--- src/rtl/instr_sequencer_if.sv ---
// Load bus and instruction issue port between the instruction sequencer and its host/CPU.
// master = sequencer side (accepts loads, drives instructions); slave = host/CPU side.
interface instr_sequencer_if #(
  parameter int ADDR_W = 4
) ();
  logic              load_en;
  logic [ADDR_W-1:0] load_addr;
  logic [15:0]       load_data;
  logic [15:0]       instruction_out;
  logic              instruction_valid;

  modport master (
    input  load_en, load_addr, load_data,
    output instruction_out, instruction_valid
  );

  modport slave (
    output load_en, load_addr, load_data,
    input  instruction_out, instruction_valid
  );
endinterface

--- src/rtl/instr_sequencer.sv ---
// Instruction store and issue engine: streams preloaded 16-bit words until halt, end of memory or stop.
// Define INSTR_SEQ_LOOP_EN to wrap pc to 0 after the last word instead of finishing.
module instr_sequencer #(
  parameter int         DEPTH       = 16,
  parameter int         ADDR_W      = 4,
  parameter int         GAP         = 0,
  parameter logic [5:0] HALT_OPCODE = 6'h3F
) (
  input  logic                clk,
  input  logic                rst,
  instr_sequencer_if.master   bus,
  input  logic                start,
  input  logic                stop,
  output logic                busy,
  output logic                done,
  output logic [ADDR_W-1:0]   pc,
  output logic [15:0]         issued_cnt
);

  typedef enum logic [1:0] {IDLE, RUN, DONE} state_t;

  localparam logic [3:0]        GAP_LOAD  = 4'(GAP);
  localparam logic [ADDR_W-1:0] LAST_ADDR = ADDR_W'(DEPTH - 1);

  state_t            state, state_n;
  logic [15:0]       mem [DEPTH];
  logic [15:0]       word;
  logic [ADDR_W-1:0] pc_n;
  logic [15:0]       cnt_n;
  logic [15:0]       out_n;
  logic              valid_n;
  logic [3:0]        gap_cnt, gap_n;

  assign word = mem[pc];

  // Program store has no reset so a reset mid-run keeps the loaded program.
  always_ff @(posedge clk) begin
    if (bus.load_en && state != RUN) begin
      mem[bus.load_addr] <= bus.load_data;
    end
  end

  always_ff @(posedge clk) begin
    if (rst) begin
      state                 <= IDLE;
      pc                    <= '0;
      issued_cnt            <= '0;
      gap_cnt               <= '0;
      busy                  <= 1'b0;
      done                  <= 1'b0;
      bus.instruction_out   <= '0;
      bus.instruction_valid <= 1'b0;
    end else begin
      state                 <= state_n;
      pc                    <= pc_n;
      issued_cnt            <= cnt_n;
      gap_cnt               <= gap_n;
      busy                  <= (state_n == RUN);
      done                  <= (state_n == DONE);
      bus.instruction_out   <= out_n;
      bus.instruction_valid <= valid_n;
    end
  end

  always_comb begin
    state_n = state;
    pc_n    = pc;
    cnt_n   = issued_cnt;
    gap_n   = gap_cnt;
    out_n   = bus.instruction_out;
    valid_n = 1'b0;
    case (state)
      IDLE, DONE: begin
        if (start && !stop) begin
          state_n = RUN;
          pc_n    = '0;
          cnt_n   = '0;
          gap_n   = '0;
        end
      end
      RUN: begin
        // stop takes priority over any issue or gap countdown in the same cycle
        if (stop) begin
          state_n = IDLE;
        end else if (gap_cnt != 4'd0) begin
          gap_n = gap_cnt - 4'd1;
        end else if (word[15:10] == HALT_OPCODE) begin
          state_n = DONE;
        end else begin
          out_n   = word;
          valid_n = 1'b1;
          cnt_n   = (issued_cnt == 16'hFFFF) ? issued_cnt : issued_cnt + 16'd1;
          gap_n   = GAP_LOAD;
          if (pc == LAST_ADDR) begin
`ifdef INSTR_SEQ_LOOP_EN
            pc_n = '0;
`else
            state_n = DONE;
`endif
          end else begin
            pc_n = pc + ADDR_W'(1);
          end
        end
      end
      default: state_n = IDLE;
    endcase
  end

endmodule

--- src/flat_wrapper.sv ---
// flat-port wrapper written by rule: the top's interface ports become plain ports
module instr_sequencer_flat 
#(
  parameter int         DEPTH       = 16,
  parameter int         ADDR_W      = 4,
  parameter int         GAP         = 0,
  parameter logic [5:0] HALT_OPCODE = 6'h3F
)
  (clk, rst, start, stop, busy, done, pc, issued_cnt, bus_load_en, bus_load_addr, bus_load_data, bus_instruction_out, bus_instruction_valid);
  instr_sequencer_if #(.ADDR_W(ADDR_W)) bus_i ();
  input  logic clk;
  input  logic rst;
  input  logic start;
  input  logic stop;
  output logic busy;
  output logic done;
  output logic [ADDR_W-1:0] pc;
  output logic [15:0] issued_cnt;
  input wire logic [$bits(bus_i.load_en)-1:0] bus_load_en;
  input wire logic [$bits(bus_i.load_addr)-1:0] bus_load_addr;
  input wire logic [$bits(bus_i.load_data)-1:0] bus_load_data;
  output wire logic [$bits(bus_i.instruction_out)-1:0] bus_instruction_out;
  output wire logic [$bits(bus_i.instruction_valid)-1:0] bus_instruction_valid;
  assign bus_i.load_en = bus_load_en;
  assign bus_i.load_addr = bus_load_addr;
  assign bus_i.load_data = bus_load_data;
  assign bus_instruction_out = bus_i.instruction_out;
  assign bus_instruction_valid = bus_i.instruction_valid;
  instr_sequencer #(.DEPTH(DEPTH), .ADDR_W(ADDR_W), .GAP(GAP), .HALT_OPCODE(HALT_OPCODE)) u_core (.clk(clk), .rst(rst), .bus(bus_i), .start(start), .stop(stop), .busy(busy), .done(done), .pc(pc), .issued_cnt(issued_cnt));
endmodule
--- config.mk ---
export PLATFORM = sky130hd
export DESIGN_NAME = instr_sequencer_flat
export DESIGN_NICKNAME = d
export VERILOG_FILES = /design/src/rtl/instr_sequencer_if.sv /design/src/rtl/instr_sequencer.sv /design/src/flat_wrapper.sv
export SDC_FILE = /design/constraint.sdc
export NUM_CORES = 1
export LEC_CHECK = 0
export BUFFER_PORTS_ARGS = -buffer_cell sky130_fd_sc_hd__buf_4
export CORE_MARGIN = 3
export CORE_UTILIZATION = 45
export CTS_CLUSTER_SIZE = 20
export DETAILED_ROUTE_END_ITERATION = 6
export GPL_ROUTABILITY_DRIVEN = 0
export PLACE_DENSITY = 0.6
export SETUP_SLACK_MARGIN = 0.02
export SYNTH_ARGS = -nofsm -noshare
export SYNTH_HDL_FRONTEND = slang
export SYNTH_SLANG_ARGS = --single-unit
--- constraint.sdc ---
create_clock -name clk -period 4.6 [get_ports clk]
set_clock_uncertainty 0.15 [all_clocks]
set_input_delay 0.23 -clock clk [delete_from_list [all_inputs] [get_ports clk]]
set_output_delay 0.23 -clock clk [all_outputs]
set_load 0.01 [all_outputs]
==> results.cfg, run 1 <==
[die]
ios = 64
core-area_um2 = 26300
placementRows = 59
die_h_um = 170
dieWidth_um = 170
initial_core_util = 0.461
dieArea_um2 = 28900

[sta]
min_period_ns = 3.70
setup_viol = 0
rsz0062_at_grt = no
slew_violations = 0
worstMarginPinSlew_ns = 1.06
hold_viol = 0
fin_tns_setup_ns = 0
relSlewSlack = 0.295
finalCritPeriodShare = 0.803
worst_slack_ns = 0.905
fmax_ghz = 0.271

[global_route]
grt_pass1_wl_um = 40400
grt_pass1_vias = 6773
overflow = 0
grt_max_degree = 44
grt_antenna_before_repair = 0
grtUsageTotal = 0.185

[critical_path]
cp_max_fo = 40
worstSetupEndpointType = flop
critPathLaunchType = flop
r2r_end = u_core.issued_cnt[7]$_SDFFE_PP0P_
arrival_ns = 3.96
worstSetupPathType = reg -> reg
rrSetupSlack_ns = 0.90
worst_r2r_path_depth = 8
worstPathRequired_ns = 4.86

[synthesis]
ys_top_cells_by_count = edfxtp_1, mux4_2, dfxtp_1
yosys_warnings = 0
postSynth.asyncResetShare = 0
ys_seq_area_frac = 0.716
synth.top_cell.area_share = 0.635
syn_area_um2 = 12100
ys.flop_type = edfxtp_1
synth-seq-cells = 305
synth_largest_area_cell = edfxtp_1
synth_most_common_cell = edfxtp_1
synth_nets = 700
yosys-top-cells-area = edfxtp_1, mux4_2, dfxtp_1
syn_inst = 671
synth_edf_count = 256
syn_area_per_cell_um2 = 18.0
post_synth_num_cell_types = 51

[pwr]
p_leak_nw = 4.67
ir_drop_mv = 0.330
clock_power_share = 0.431
swShare = 0.201
powerDensity_nw_per_um2 = 412
pwr-share-comb = 0.048
p_int_mw = 4.69
seq_power_share = 0.521
power.switching_mw = 1.18

[placement]
port_buffers = 63
place_area_um2 = 13000
place_inst = 1060
pre_cts_ws_ns = 0.856
dp.final_hpwl_um = 16500

[layout]
antenna_cells = 0
fin_cells = 1140
syn2layout_area_growth_pct = 17.8
drive_gt1_frac = 0.252
final_net_count = 809
final_area_um2 = 14300

[clock_network]
clockBufferDepth = 3
clock_latency_ns = 0.51
cts_buffers = 34
path_clk_slew_ns = 0.06
cts_sinks = 305
htree_levels = 2
cts_root_buf = clkbuf_16
cts_resized = 0
tritoncts = done

[status]
status = completed

[route]
drc_errors = 0
post_drt_wl_per_cell_um = 23.2
routed_wl_um = 26400
drtIter0Drc = 461
ant_nets = 0
firstDrtPassIters = 5
vias_per_cell = 5.77
vias = 6573

[hold_path]
hp-class = in -> reg
hold_end = u_core.mem[1][13]$_DFFE_PP_
whs_path_depth = 2
holdCritStartpoint = bus_load_addr[2]

[job]
drv_cap = 0
power by group through the flow:
stage               combinational, mW  sequential (mW)  clock (mW)
finish                          0.283             3.06        2.53
global route                    0.307             3.06        2.70
CTS                             0.287             3.06        2.58
detailed placement              0.273             3.12           0
global placement                0.266             3.12           0
floorplan                       0.191             3.10           0
worst max path at each step:
stage,endpoint,slack (ns),cells after the start
floorplan,u_core.mem[0][0]$_DFFE_PP_,1.72,5
global placement,u_core.bus.instruction_out[6]$_SDFFE_PP0P_,0.90,9
detailed placement,u_core.bus.instruction_out[5]$_SDFFE_PP0P_,0.86,9
CTS,u_core.bus.instruction_out[5]$_SDFFE_PP0P_,0.85,9
global route,u_core.bus.instruction_out[5]$_SDFFE_PP0P_,0.53,9
finish,u_core.issued_cnt[7]$_SDFFE_PP0P_,0.90,8
per-stage QoR:
stage | power [mW] | utilization | hold slack, ns
floorplan | 3.29 | - | 0.179
detailed placement | 3.39 | 0.495 | 0.339
global route | 6.07 | 0.543 | 0.00192
global placement | 3.38 | 0.495 | 0.308
finish | 5.87 | 0.543 | 0.0123
CTS | 5.93 | 0.543 | 0.00107
worst max-delay path: stages, from the launching register on:
cell and delay, ns:
dfxtp_2 0.59, buf_4 0.56, mux4_1 0.29, and2_1 0.17, o221ai_1 0.16, a221oi_2 0.81
a21o_1 0.51, a21oi_1 0.16, mux2i_1 0.21
placed cells by master (no fill, tap or decap), types with 12 or more instances in the layout:
cell / instances
buf_4: 87
nor2_1: 44
dlygate4sd3_1: 19
edfxtp_1: 256
nand2b_1: 12
a21oi_1: 23
clkbuf_16: 37
dfxtp_1: 47
mux4_2: 55
nand2_1: 26
mux2i_1: 35
sequential cells by signal (all words and copies together) (netlist names), named ones only:
register / count
u_core.pc: 4
u_core.bus.instruction_valid: 1
u_core.busy: 1
u_core.mem: 256
u_core.issued_cnt: 16
u_core.bus.instruction_out: 16
u_core.gap_cnt: 4
u_core.state: 2
u_core.done: 1
logic make-up (layout without fill, tap and decap cells):
group	count (synthesis)	count (layout)	share of synthesized area
xor+xnor	5	5	0.00362
fa+ha+maj	4	4	0.00413
mux	101	101	0.155
simple gates	138	138	0.0566
buf+inv	41	175	0.0193
compound gates	77	77	0.0450
flops	305	305	0.716
routing by layer:
| metal | wire (um) | vias up | global-route usage |
|---|---|---|---|
| met4 | 580 | 0 | 0.0522 |
| met1 | 11100 | 3375 | 0.248 |
| met3 | 1540 | 40 | 0.0348 |
| li1 | - | 2928 | - |
| met2 | 13200 | 230 | 0.315 |
| met5 | 0 | - | 0 |
area by class of cell:
type	instances	area [um2]
Inverter	8	30.0
Sequential cell	305	8670
Tap cell	335	419
Timing Repair Buffer	106	843
Multi-Input combinational cell	325	3230
Clock buffer	47	973
Clock inverter	14	83.8
Fill cell	2083	12000
timing repair:
item | 4_1_cts | 5_1_grt
setup buffers | 0 | 0
endpoints found under the hold margin | 277 | 0
hold buffers | 19 | 0
(Power assumes the default switching activity.)
==> inputs of run 2 (changes only) <==
- PLACE_DENSITY: 0.6 -> 0.62
- clock period: 4.6 -> 3.3 ns (I/O delays scaled with it)
==> results.cfg, run 2 (synthesis results as in run 1) <==
[sta]
slew_violations = 0
rsz0062_at_grt = yes
fin_tns_setup_ns = 0
fmax_ghz = 0.315
setup_viol = 0
min_period_ns = 3.17
relSlewSlack = 0.197
worst_slack_ns = 0.130
worstMarginPinSlew_ns = 1.20
finalCritPeriodShare = 0.960
hold_viol = 0

[critical_path]
critPathLaunchType = flop
arrival_ns = 3.43
worst-path-stages = 8
cpPeakStageDelay_ns = 0.73
crit_buf_inv = 2
slowest_stage = a21oi_4
worst_r2r_path_depth = 8
worstPathRequired_ns = 3.56
worstSetupEndpointType = flop
cp_max_fo = 20
crit_family = compound AO/OA/AOI/OAI gates
critical_path.cell_chain = buf_12 > mux4_1 > a22oi_1 > a222oi_1 > buf_4 > a21oi_4 > mux2i_1 > nor2_1
worstSetupPathType = reg -> reg

[layout]
antenna_cells = 0
final_area_um2 = 14500
regMostFlops = u_core.mem
largest_reg_flops = 256
reg.largest.list = u_core.mem x256, u_core.bus.instruction_out x16, u_core.issued_cnt x16
final_net_count = 837
mostFrequentLayoutCell = edfxtp_1
drive_gt1_frac = 0.287
syn2layout_area_growth_pct = 19.7
layout.cells.most_common_list = edfxtp_1, buf_4, mux4_2

[global_route]
overflow = 0
grt_pass1_vias = 6682
grt_pass1_wl_um = 39900
grt_max_degree = 31
grtUsageTotal = 0.182
grt_antenna_before_repair = 0

[hold_path]
whs_path_depth = 3
hp-class = in -> reg

[die]
ios = 64
die_h_um = 170
dieArea_um2 = 28900
initial_core_util = 0.461
core-area_um2 = 26300
dieWidth_um = 170
placementRows = 59

[route]
vias = 6661
routed_wl_um = 26400
drc_errors = 0
post_drt_wl_per_cell_um = 22.6
firstDrtPassIters = 7
ant_nets = 0
drtIter0Drc = 600
vias_per_cell = 5.71

[job]
drv_cap = 0

[pwr]
fin_total_pwr_mw = 8.15
ir_drop_mv = 0.399
p_leak_nw = 4.82
powerDensity_nw_per_um2 = 562

[clock_network]
tritoncts = done
htree_levels = 1
cts_sinks = 305
path_clk_slew_ns = 0.06
clock_latency_ns = 0.55
clockBufferDepth = 3
cts_root_buf = clkbuf_16
cts_buffers = 31

[status]
status = completed

[placement]
port_buffers = 63
pre_cts_ws_ns = 0.0639
place_area_um2 = 13200
dp.final_hpwl_um = 17400
## run 2: cell types whose count changed in the layout (fill, tap and decap cells not counted), sizes merged
cell	change
buf	+30
bufinv	+3
clkbuf	-8
clkinv	-2
clkinvlp	+3
dlygate4sd3	+1
## run 2: metrics by stage
stage / std cells / hold slack, ns / utilization
2_1_floorplan: 671 / 0.114 / -
3_3_place_gp: 1085 / 0.299 / 0.502
3_5_place_dp: 1085 / 0.317 / 0.502
4_1_cts: 1162 / 0.0302 / 0.549
5_1_grt: 1167 / 0.0307 / 0.551
6_report: 1167 / 0.0498 / 0.551
## run 2: repair_timing
| action | in CTS | in global routing |
|---|---|---|
| hold buffers | 20 | 0 |
| setup endpoints to repair | 0 | 33 |
| hold endpoints to repair | 287 | 0 |
| setup buffers | 0 | 5 |
| gates resized for setup | 0 | 5 |
## run 2: worst paths after layout
check	from	to	slack [ns]
worst max-delay path	flop	u_core.bus.instruction_out[5]$_SDFFE_PP0P_	0.13
worst min-delay path	bus_load_addr[2]	u_core.mem[1][13]$_DFFE_PP_	0.05
worst max register to register	flop	u_core.bus.instruction_out[5]$_SDFFE_PP0P_	0.13
worst min register to register	u_core.gap_cnt[3]$_SDFFE_PP0P_	u_core.gap_cnt[3]$_SDFFE_PP0P_	0.33
## run 2: layout make-up
cell class	instances	area (um2)
multi-input combinational	325	3240
sequential	305	8680
clock inverter	18	196
fill	2041	11800
inverter	8	30.0
timing repair buffer	137	1110
clock buffer	39	826
tap	335	419
## run 2: worst register-to-register path: stages, from the launching register on
cell,delay (ns)
dfxtp_4,0.42
buf_12,0.16
mux4_1,0.60
a22oi_1,0.30
a222oi_1,0.12
buf_4,0.17
a21oi_4,0.73
mux2i_1,0.31
nor2_1,0.07
## run 2: power breakdown
part | internal [mW] | leakage, nW | switching [mW]
registers | 4.22 | 2.71 | 0.0207
logic | 0.214 | 1.61 | 0.235
clock network | 2.08 | 0.497 | 1.39
total | 6.51 | 4.82 | 1.64
## run 2: metal layers
metal,GRT usage,share of wire
met3,0.0239,0.045
met4,0.0466,0.025
met5,0,0
met2,0.317,0.50
met1,0.245,0.43
